## src/rtl/fetch_unit.sv

```systemverilog
// -----------------------------------------------------------------------------
// fetch_unit
//   Program-counter side of the control decoder interface. Holds the PC that
//   addresses the (combinational) instruction ROM and sequences execution
//   through IDLE -> RUN -> HALTED. Branch targets come from an internal LUT,
//   which is written before program start because the 9-bit ISA cannot
//   encode full addresses.
//
// Parameters
//   PC_W    PC / instruction-ROM address width
//   LUT_AW  LUT index width (2**LUT_AW entries of PC_W bits)
//   CNT_W   RUN cycle counter width
//
// Ports
//   Clk           clock, all state updates on rising edge
//   Reset         synchronous active-high reset
//   Start         begin execution from PC 0 (IDLE or HALTED)
//   Stall         hold PC this cycle (highest priority in RUN)
//   Halt          decoder: current instruction is halt
//   Branch_en     decoder: current instruction is a branch
//   Branch_taken  ALU compare flag
//   Branch_rel    1 = PC-relative target, 0 = absolute target
//   Target_index  LUT entry selected by the branch
//   Lut_we        LUT write enable
//   Lut_waddr     LUT write index
//   Lut_wdata     LUT write data
//   Instr_addr    registered PC, drives the instruction ROM
//   Instr_valid   1 while in RUN
//   Done          1 while in HALTED
//   Cycle_count   RUN cycles since last Start, saturating
// -----------------------------------------------------------------------------
module fetch_unit #(
   parameter int PC_W   = 10,
   parameter int LUT_AW = 5,
   parameter int CNT_W  = 16
) (
   input  logic              Clk,
   input  logic              Reset,
   input  logic              Start,
   input  logic              Stall,
   input  logic              Halt,
   input  logic              Branch_en,
   input  logic              Branch_taken,
   input  logic              Branch_rel,
   input  logic [LUT_AW-1:0] Target_index,
   input  logic              Lut_we,
   input  logic [LUT_AW-1:0] Lut_waddr,
   input  logic [PC_W-1:0]   Lut_wdata,
   output logic [PC_W-1:0]   Instr_addr,
   output logic              Instr_valid,
   output logic              Done,
   output logic [CNT_W-1:0]  Cycle_count
);

   localparam int LUT_N = 1 << LUT_AW;

   typedef enum logic [1:0] {
      S_IDLE    = 2'd0,
      S_RUN     = 2'd1,
      S_HALTED  = 2'd2
   } state_t;

   state_t                  r_state;
   logic [PC_W-1:0]         r_pc;
   logic [CNT_W-1:0]        r_cnt;
   logic                    r_valid;
   logic                    r_done;
   logic [PC_W-1:0]         r_lut [LUT_N];

   logic [PC_W-1:0]         w_lut_rd;
   logic signed [PC_W-1:0]  w_off;
   logic signed [PC_W-1:0]  w_pc_s;
   logic signed [PC_W-1:0]  w_rel_sum;
   logic [PC_W-1:0]         w_rel_tgt;
   logic [PC_W-1:0]         w_pc_inc;

   // Counter holds at all-ones instead of wrapping.
   function automatic logic [CNT_W-1:0] sat_inc(input logic [CNT_W-1:0] c);
      return (&c) ? c : c + CNT_W'(1);
   endfunction

   // Asynchronous read: a write to the same index this cycle is seen next cycle.
   assign w_lut_rd  = r_lut[Target_index];

   // Relative entries are two's complement; the sum wraps modulo 2**PC_W.
   assign w_off     = $signed(w_lut_rd);
   assign w_pc_s    = $signed(r_pc);
   assign w_rel_sum = w_pc_s + w_off;
   assign w_rel_tgt = $unsigned(w_rel_sum);
   assign w_pc_inc  = r_pc + PC_W'(1);

   always_ff @(posedge Clk) begin
      if (Reset) begin
         for (int i = 0; i < LUT_N; i++) begin
            r_lut[i] <= '0;
         end
      end else if (Lut_we) begin
         r_lut[Lut_waddr] <= Lut_wdata;
      end
   end

   always_ff @(posedge Clk) begin
      if (Reset) begin
         r_state <= S_IDLE;
         r_pc    <= '0;
         r_cnt   <= '0;
         r_valid <= 1'b0;
         r_done  <= 1'b0;
      end else begin
         case (r_state)
            S_IDLE, S_HALTED: begin
               // HALTED keeps the final PC and count until the next Start.
               if (Start) begin
                  r_state <= S_RUN;
                  r_pc    <= '0;
                  r_cnt   <= '0;
                  r_valid <= 1'b1;
                  r_done  <= 1'b0;
               end
            end
            S_RUN: begin
               // Stalled cycles still count as RUN cycles.
               r_cnt <= sat_inc(r_cnt);
               if (!Stall) begin
                  if (Halt) begin
                     r_state <= S_HALTED;
                     r_valid <= 1'b0;
                     r_done  <= 1'b1;
                  end else if (Branch_en && Branch_taken) begin
                     r_pc <= Branch_rel ? w_rel_tgt : w_lut_rd;
                  end else begin
                     r_pc <= w_pc_inc;
                  end
               end
            end
            default: begin
               r_state <= S_IDLE;
               r_pc    <= '0;
               r_valid <= 1'b0;
               r_done  <= 1'b0;
            end
         endcase
      end
   end

   assign Instr_addr  = r_pc;
   assign Instr_valid = r_valid;
   assign Done        = r_done;
   assign Cycle_count = r_cnt;

endmodule

```

## config.mk

```make
export PLATFORM = sky130hd
export DESIGN_NAME = fetch_unit
export DESIGN_NICKNAME = d
export VERILOG_FILES = /design/src/rtl/fetch_unit.sv
export SDC_FILE = /design/constraint.sdc
export NUM_CORES = 1
export LEC_CHECK = 0
export BUFFER_PORTS_ARGS = -buffer_cell sky130_fd_sc_hd__buf_2
export CORE_AREA = 4 4 305 232
export CTS_CLUSTER_SIZE = 40
export DETAILED_ROUTE_END_ITERATION = 8
export DIE_AREA = 0 0 309 236
export GPL_TIMING_DRIVEN = 1
export SLEW_MARGIN = 30
export SYNTH_ARGS = -nofsm -noshare
export SYNTH_HDL_FRONTEND = slang
export SYNTH_SLANG_ARGS = --single-unit
```

## constraint.sdc

```tcl
create_clock -name Clk -period 9 [get_ports Clk]
set_input_delay 1.35 -clock Clk [delete_from_list [all_inputs] [get_ports Clk]]
set_output_delay 1.35 -clock Clk [all_outputs]
set_load 0.1 [all_outputs]
```

==> out/results.tsv <==
metric	value	unit
outcome	completed	
worst-margin pin slew	908	ps
Unique masters post-synth	67	
Detailed Routing Iterations Pass 1	5	
Crit Path Category	primary input to flop	
Design Area, Final	19100	um^2
Port Buffers	56	
RSZ-0062 raised after global routing	false	
Worst EP required	9400	ps
EDFF count, synth	320	
fin crit share	61.5	%
Core Box Area	67900	um^2
register area	10200	um^2
deepest clock path buffer count	3	
Period minus WS final	5530	ps
Root Buffer	clkbuf_16	
#FFs+latches synth	349	
All-Layer GR Usage	11.7	%
leakage power	6.56	nW
Post-CTS Setup Bufs	0	
post-cts sizing count	0	
asr flop ratio synth	0	%
final hold slack	489	ps
clk_lat worst skew	540	ps
Vias	9905	
grt total ovfl	0	
Cell Area, Placed	17900	um^2
NumNets Final	1250	
CP Launch Type	primary input	
Routed Antenna Nets	0	
hold buffer count at CTS	0	
largest net degree at the start of global routing	52	
Top-Level Pins	57	
area of the multi-input gates	6200	um^2
max_slew headroom	39.5	%
maxcap violations	0	
pre-CTS setup slack	2910	ps
Num CTS Buffers	34	
Worst Setup Slack, final	3470	ps
Initial Util	24.8	%
die area	72900	um^2
Filler cells	6862	
post-synth top area share	57.0	%
clock sink total	349	
DRT Wirelength	43300	um
final setup TNS	0	ps
layout cells sized above 1	20.2	%
Avg WL per Cell	20.4	um
Die X	309	um
Synth Instances	1197	
fmax	181	MHz
CTS tree	done	
CP endpoint kind	flop	
Synth area leaders	edfxtp_1 (57%), and2_1 (12%), mux4_2 (11%), dfxtp_1 (3.4%), clkbuf_1 (1.7%)	
Worst VDD drop	0.118	mV
DRC viols	0	
die height	236	um
post-synthesis sequential area ratio	60.4	%
htree depth	2	
Area growth syn-to-layout	13.3	%
Netlist Area Pre-Place	16900	um^2
initial antenna violation count	5	
gpl congestion	0.887	
# rows	83	
HP Class	flop to flop	
hpwl dp	28700	um
Main synth FF type	edfxtp_1	
Final Max Slew Viols	0	
synth warn	0	
Yosys top cell by area	edfxtp_1	
# setup viols final	0	
Hold Vio Cnt, Final	0	
Critical Path AT	5940	ps
vias in the first global route	9683	
first-pass GRT wire length	64400	um
Finished Core Util	28.1	%
Vias/cell	4.65	
Syn Area/Cell	14.1	um^2
Detailed Route Iter0 Violations	891	
Layout Skew	24.0	ps
PD cells	194	nW/um^2
Worst-path clk slew	70	ps
largest fanout on the critical path	51	
Post-Syn Nets	1238	
## critical path, cell delays in order
cell      delay (ps)
buf_4            670
buf_4            600
mux4_2           560
mux4_2           460
mux2_2           340
ha_1             370
a21o_1           220
a21oi_1          270
mux2_2           370
o41ai_1          370
xor2_1           180
o221ai_1         130
## worst paths after layout
kind | startpoint | end | slack (ps) | cells past startpoint
min reg2reg | Instr_valid | Instr_valid | 490 | 2
max reg2reg | r_lut[5][6] | Instr_addr[9] | 5230 | 10
max | Target_index[1] | Instr_addr[9] | 3470 | 12
min | Instr_valid | Instr_valid | 490 | 2
## per-stage QoR
stage          cells  total power [mW]
2_1_floorplan   1197              2.12
3_3_place_gp    2065              2.23
3_5_place_dp    2065              2.24
4_1_cts         2127              3.73
5_1_grt         2127              3.83
6_report        2130              3.70
## metal layers
metal  vias to the layer above  track usage (%)  share of wire, %
met5                         -                0             0.035
met4                         4             2.63               1.6
met3                        54             3.07               8.5
met2                       360             15.7                40
met1                      5076             18.5                50
li1                       4411                -                 -
## synth_stat cells (11+ instances only)
library cell	count
mux4_2	82
clkbuf_1	76
nand3_1	18
edfxtp_1	320
ha_1	11
and2_1	323
xnor2_1	13
dfxtp_1	29
mux2i_1	16
a21oi_1	18
or2_2	33
nand2_1	28
o21ai_0	13
nor2_1	69
## flip-flops by register name, indices dropped and copies added, names as in the netlist
| register | flops |
|---|---|
| Cycle_count | 16 |
| Done | 1 |
| r_lut | 320 |
| Instr_valid | 1 |
| Instr_addr | 10 |
| r_state | 1 |
## cell usage in the layout, fill, tap and decap left out, types with 7 or more instances in the layout
master,count
and2_1,323
edfxtp_1,320
mux4_2,82
nor2_1,69
buf_2,53
clkbuf_16,35
or2_2,33
dfxtp_1,29
nand2_1,28
nand3_1,18
a21oi_1,18
buf_4,18
mux2i_1,16
xnor2_1,13
o21ai_0,13
ha_1,11
inv_1,10
mux2_2,10
nand4_1,10
xor2_1,10
mux4_1,8
clkinv_1,8
nor2b_1,7
clkinv_2,7
## where the power goes
| group | leakage (nW) | switching (mW) | internal [mW] | total (mW) |
|---|---|---|---|---|
| registers | 3.28 | 0.0305 | 1.85 | 1.88 |
| clock network | 0.561 | 0.637 | 0.861 | 1.50 |
| logic | 2.72 | 0.204 | 0.122 | 0.326 |
| total | 6.56 | 0.871 | 2.83 | 3.70 |
## layout make-up
class                      count  area share (%)
multi-input combinational    743            32.5
clock inverter                23            1.34
antenna                        3          0.0393
inverter                      10           0.197
tap                          892            5.84
clock buffer                  39            4.66
sequential                   349            53.4
timing repair buffer          71            2.10
## cell families (layout without fill, tap and decap cells)
| family | after synthesis | in the layout | synth area share (%) |
|---|---|---|---|
| adders and majority gates | 12 | 12 | 0.935 |
| AOI/OAI and AO/OA | 76 | 76 | 3.10 |
| xor gates and xnor gates | 23 | 23 | 1.19 |
| and+or+nand+nor | 515 | 515 | 17.6 |
| other | 0 | 3 | 0 |
| DFF | 349 | 349 | 60.4 |
| buffers and inverters | 105 | 143 | 2.79 |
| muxes | 117 | 117 | 13.9 |
Power figures use the tool's default switching activity.
